--- src/rtl/reg_file_16x16.sv ---
// ---------------------------------------------------------------------------
// reg_file_16x16
// 16-entry x 16-bit register file that drives the ALU A/B operand buses.
// Two combinational read ports, one synchronous write port with full,
// low-byte and high-byte write modes (used by LLB/LHB). R0 always reads 0.
//
// Optional feature macro: RF_BYPASS_EN
//   defined   -> a read of the register being written in this cycle returns
//                the merged write value (write-before-read).
//   undefined -> reads return the array contents as they were before the edge.
// ---------------------------------------------------------------------------
module reg_file_16x16 #(
   parameter int DATA_W = 16,
   parameter int ADDR_W = 4
) (
   input  logic              clk,
   input  logic              rst,
   input  logic [ADDR_W-1:0] SrcReg1,
   input  logic [ADDR_W-1:0] SrcReg2,
   input  logic [ADDR_W-1:0] DstReg,
   input  logic              WriteReg,
   input  logic [1:0]        WrMode,
   input  logic [DATA_W-1:0] DstData,
   output logic [DATA_W-1:0] SrcData1,
   output logic [DATA_W-1:0] SrcData2
);

   localparam int NUM_REGS = 2 ** ADDR_W;
   localparam int HALF_W   = DATA_W / 2;

   typedef enum logic [1:0] {
      MODE_FULL = 2'b00,
      MODE_LOW  = 2'b01,
      MODE_HIGH = 2'b10,
      MODE_RSVD = 2'b11
   } wr_mode_t;

   logic [DATA_W-1:0] regs [0:NUM_REGS-1];
   logic [DATA_W-1:0] cur_value;
   logic [DATA_W-1:0] wr_value;
   logic              wr_en;

   // A write only lands for a non-zero destination and a defined mode;
   // the reserved mode and R0 leave the array untouched.
   always_comb begin
      wr_en = WriteReg && (DstReg != '0) && (wr_mode_t'(WrMode) != MODE_RSVD);
   end

   // Build the value the destination register will hold after the edge,
   // merging the untouched byte from the current contents in byte modes.
   always_comb begin
      cur_value = regs[DstReg];
      wr_value  = cur_value;
      case (wr_mode_t'(WrMode))
         MODE_FULL: wr_value = DstData;
         MODE_LOW:  wr_value = {cur_value[DATA_W-1:HALF_W], DstData[HALF_W-1:0]};
         MODE_HIGH: wr_value = {DstData[HALF_W-1:0], cur_value[HALF_W-1:0]};
         default:   wr_value = cur_value;
      endcase
   end

   // Register array update: reset clears everything and wins over a write
   // presented in the same cycle; R0 is never written so it stays zero.
   always_ff @(posedge clk) begin
      if (rst) begin
         for (int i = 0; i < NUM_REGS; i++) begin
            regs[i] <= '0;
         end
      end else if (wr_en) begin
         regs[DstReg] <= wr_value;
      end
   end

`ifdef RF_BYPASS_EN
   logic bypass_ok;

   // Forwarding is only legal when the write will really happen at the edge.
   always_comb begin
      bypass_ok = wr_en && !rst;
   end

   // Read port 1: R0 forced to zero, otherwise forward the pending write
   // value when addresses match, else the stored register.
   always_comb begin
      if (SrcReg1 == '0) begin
         SrcData1 = '0;
      end else if (bypass_ok && (SrcReg1 == DstReg)) begin
         SrcData1 = wr_value;
      end else begin
         SrcData1 = regs[SrcReg1];
      end
   end

   // Read port 2: same selection as port 1 with its own address.
   always_comb begin
      if (SrcReg2 == '0) begin
         SrcData2 = '0;
      end else if (bypass_ok && (SrcReg2 == DstReg)) begin
         SrcData2 = wr_value;
      end else begin
         SrcData2 = regs[SrcReg2];
      end
   end
`else
   // Read port 1: R0 forced to zero, otherwise the stored register.
   always_comb begin
      if (SrcReg1 == '0) begin
         SrcData1 = '0;
      end else begin
         SrcData1 = regs[SrcReg1];
      end
   end

   // Read port 2: same selection as port 1 with its own address.
   always_comb begin
      if (SrcReg2 == '0) begin
         SrcData2 = '0;
      end else begin
         SrcData2 = regs[SrcReg2];
      end
   end
`endif

endmodule

--- config.mk ---
export PLATFORM = sky130hd
export DESIGN_NAME = reg_file_16x16
export DESIGN_NICKNAME = d
export VERILOG_FILES = /design/src/rtl/reg_file_16x16.sv
export SDC_FILE = /design/constraint.sdc
export NUM_CORES = 1
export LEC_CHECK = 0
export CELL_PAD_IN_SITES_DETAIL_PLACEMENT = 0
export CELL_PAD_IN_SITES_GLOBAL_PLACEMENT = 1
export CORE_MARGIN = 2
export CORE_UTILIZATION = 40
export CTS_CLUSTER_SIZE = 28
export DETAILED_ROUTE_END_ITERATION = 16
export PLACE_DENSITY = 0.72
export SYNTH_ARGS = -nofsm -noshare
export SYNTH_HDL_FRONTEND = slang
export SYNTH_SLANG_ARGS = --single-unit
--- constraint.sdc ---
create_clock -name clk -period 6.2 [get_ports clk]
set_input_delay 1.24 -clock clk [delete_from_list [all_inputs] [get_ports clk]]
set_output_delay 1.24 -clock clk [all_outputs]
set_load 0.005 [all_outputs]
After elaboration in Yosys (flattened, before gate mapping)
Memories as Yosys holds them, arrays and structs flattened.
Index checks and enable logic that the tools add are counted.

word-level totals
  register bits = 0
  bits in writable memories = 256
  output and inout bits = 32
  logic and storage cells = 28
  memories kept = 1

cells by class
  equal/unequal tests = 7
  muxes and demuxes = 11
  reduce and logical (&&, ||, !) cells = 9

memory list
  name  words  bits a word  rd ports  clocked after Yosys merged registers in  wr ports  line  RTL
  regs  16     16           2         0                                        16        38    logic [DATA_W-1:0] regs [0:NUM_REGS-1];

operators by type and width
  kind                count
  $mux 16             3
  $pmux 16 s3         1
  $reduce_or 16->1    1
  $logic_not 4->1     2
  $ne 3x3->1 const B  2
  $reduce_and 3->1    2
  $mux 1              5
  $mux 4              1
  $reduce_bool 4->1   1
  $eq 2x1->1 const B  1
  $eq 2x2->1 const B  1
  $logic_and 1x1->1   2
  $logic_not 2->1     1
  $mux 2              1
  $ne 1x1->1 const B  2
  $ne 2x2->1 const B  1

Longest topological paths before layout
  depth after elaboration = 9
  gate-level depth with buffers = 8
  gate-level depth less buffers = 6

Least setup slack after synthesis
Ideal clock, no wire load.

  path type = input to output
  start point = input port SrcReg2[0]
  end point = output port SrcData2[14]
  data arrival time = 2700 ps
  path slack = 2260 ps
  stages on the path = 4
  path buffers = 2
  path through = buf_2 > buf_2 > mux4_2 > mux4_2

on the way
  longest elaborated chain between the ends = 2

ends and longest elaborated chain
  what                                              line  RTL
  from (decl)                                       19    input logic [ADDR_W-1:0] SrcReg2,
  $mem_v2 16x16 or $logic_not 4->1 (tied branches)  -
  $mux 16 (*)                                       116   if (SrcReg2 == '0) begin
  to (decl)                                         25    output logic [DATA_W-1:0] SrcData2

Every way passes the cells marked *; elsewhere a longest branch is shown, timed or not.

Worst setup path in the final report
  start point = input port SrcReg2[2]
  end point = output port SrcData2[8]

The elaborated chain is that of the path after synthesis.

==> impl_metrics.json <==
{
  "largest_registers": "regs: 253 flops",
  "hold_path_end": "regs[0][9]$_SDFFCE_PN0P_",
  "relSlewSlack": 0.286,
  "netlist_instances": 960,
  "worstSetupPathType": "input port to output pin",
  "top_register": "regs",
  "clock.fmax_ghz": 0.201,
  "fin_crit_sh": 0.803,
  "final_common_cell": "edfxtp_1",
  "post-cts-setup-buffers": 0,
  "yosysTopAreaCell": "edfxtp_1",
  "portBuffers": 64,
  "hold_ws_ps": 1650,
  "design.core.area_um2": 32700,
  "antenna_found_initial": 0,
  "clockBufferDepth": 3,
  "maxCapViolCount": 0,
  "avgRoutedWirePerCell_um": 23.8,
  "rows": 66,
  "synth_flop_cell": "edfxtp_1",
  "grt_max_degree": 45,
  "largest_register_ffs": 253,
  "yosys_warnings": 0,
  "via_count": 8338,
  "fin_nets": 1050,
  "final_cell_mix": "edfxtp_1, nor2_1, mux4_2",
  "post_drt_via_cell_ratio": 5.66,
  "slew_violations": 0,
  "cts_resized": 0,
  "grt.total_usage": 0.201,
  "async_reset_ff_frac": 0,
  "setup_tns_ps": 0,
  "hpwl_um": 25000,
  "ys_seq_area_frac": 0.568,
  "ys_seq_elements": 253,
  "clock-sinks": 253,
  "synth_edf_count": 253,
  "cp_max_fo": 26,
  "syn_area_um2": 13400,
  "cts_tree": "yes",
  "ant_nets": 0,
  "min_period_ps": 4980,
  "start_util": 0.409,
  "area_delta_synth_final_pct": 14.4,
  "crit_path_start_kind": "input port",
  "drt_first_pass_iters": 5,
  "gp_routability_congestion": 0.801,
  "required_ps": 4960,
  "fp.dieH_um": 187,
  "setup_viol": 0,
  "cts-root-buf": "clkbuf_16",
  "syn_area_per_cell_um2": 13.9,
  "cp-end-kind": "output pin",
  "rsz0062_at_grt": "no",
  "grt_pass1_vias": 8401,
  "netlist.area_leader.share": 0.568,
  "finalHoldViolCount": 0,
  "whs_path_depth": 2,
  "cts_buffers": 27,
  "crit_arrival_ps": 3740,
  "ir_drop_mv": 0.185,
  "fill_cells": 2905,
  "die_area_um2": 34900,
  "clk_pin_slew_ps": 60,
  "pin_count": 65,
  "ys_top_cells_by_area": "edfxtp_1, mux4_2, nor2_1",
  "p_leak_nw": 4.99,
  "postCtsHoldBufs": 0,
  "worst_slew_pin_slew_ps": 1070,
  "h-tree-depth": 1,
  "drt_iter0_drc": 793,
  "min_from": "rst",
  "min_path_type": "input port to flip-flop",
  "die_x_um": 187,
  "powerDensity_nw_per_um2": 273,
  "drc_errors": 0,
  "grt_pass1_wl_um": 53600,
  "overflow": 0,
  "drt_wl_total_um": 35000,
  "layout-drive-gt1-share": 0.243,
  "synth.distinct_cells": 39,
  "status": "completed",
  "diodes": 0
}
-- power by group --
group | switching (mW) | internal (mW) | total, mW
registers | 0.0515 | 1.98 | 2.03
clock network | 0.658 | 0.917 | 1.58
logic | 0.298 | 0.272 | 0.570
total | 1.01 | 3.17 | 4.18
-- layer usage --
layer | GRT usage | wire length [µm]
met5 | 0 | 0
met4 | 0.0415 | 545
met3 | 0.0373 | 2520
met2 | 0.319 | 16600
met1 | 0.290 | 15300
-- layout make-up --
| type | instances | area, µm² | share of cell area |
|---|---|---|---|
| inverter | 5 | 18.8 | 0.00123 |
| clock buffer | 33 | 698 | 0.0456 |
| clock inverter | 13 | 139 | 0.00907 |
| multi-input combinational | 641 | 5480 | 0.358 |
| timing repair buffer | 86 | 823 | 0.0538 |
| sequential | 253 | 7600 | 0.496 |
| tap | 442 | 553 | 0.0361 |
-- how the worst max path moves through the flow --
stage                     startpoint      endpoint  slack, ps  cells after the start
after detailed placement  SrcReg2[2]   SrcData2[8]       1220                      6
after CTS                 SrcReg2[2]   SrcData2[8]       1220                      6
final                     SrcReg2[2]   SrcData2[8]       1220                      6
after global placement    SrcReg2[2]   SrcData2[8]       1270                      6
after global routing      SrcReg2[2]   SrcData2[8]       1150                      6
after floorplan           SrcReg2[0]  SrcData2[14]       2260                      4
-- cells in the mapped netlist, types with 2 or more instances --
cell,instances
ha_1,3
buf_2,19
buf_4,4
o21ai_0,11
o31ai_1,17
buf_1,6
edfxtp_1,253
nand3_1,2
a21oi_1,3
nand2_1,40
nor3_4,3
a221oi_1,15
mux2i_1,16
or2b_1,10
mux2_2,45
mux4_2,110
a22o_1,3
nand2b_1,26
nand2_2,24
nor2b_1,21
nor3_1,7
clkbuf_1,42
a22oi_1,7
nor2_1,250
inv_1,4
or2_2,3
nor4_4,2
a21boi_0,2
a211oi_1,2
-- worst max-delay path, stage by stage --
cell	delay, ps
clkdlybuf4s50_1	680
inv_2	660
mux2_2	410
nand2_1	60
o21ai_0	170
clkdlybuf4s50_1	500
-- logic make-up after synthesis --
logic type / after synthesis / synth area share
compound gates: 64 / 0.0354
simple gates: 390 / 0.133
buf+inv: 78 / 0.0257
mux: 171 / 0.235
fa+ha+maj: 3 / 0.00281
other cells: 1 / 0.000280
flops: 253 / 0.568
-- through the flow --
stage / worst slack, ps / total power [mW] / area (µm²) / std cells / utilization
final: 1220 / 4.18 / 15300 / 1473 / 0.468
after global routing: 1150 / 4.31 / 15300 / 1473 / 0.468
after CTS: 1220 / 4.20 / 15300 / 1473 / 0.468
after detailed placement: 1220 / 2.64 / 14500 / 1427 / 0.443
after global placement: 1270 / 2.63 / 14500 / 1427 / 0.443
after floorplan: 2260 / 2.40 / 13400 / 972 / -
Power figures use the tool's default switching activity.
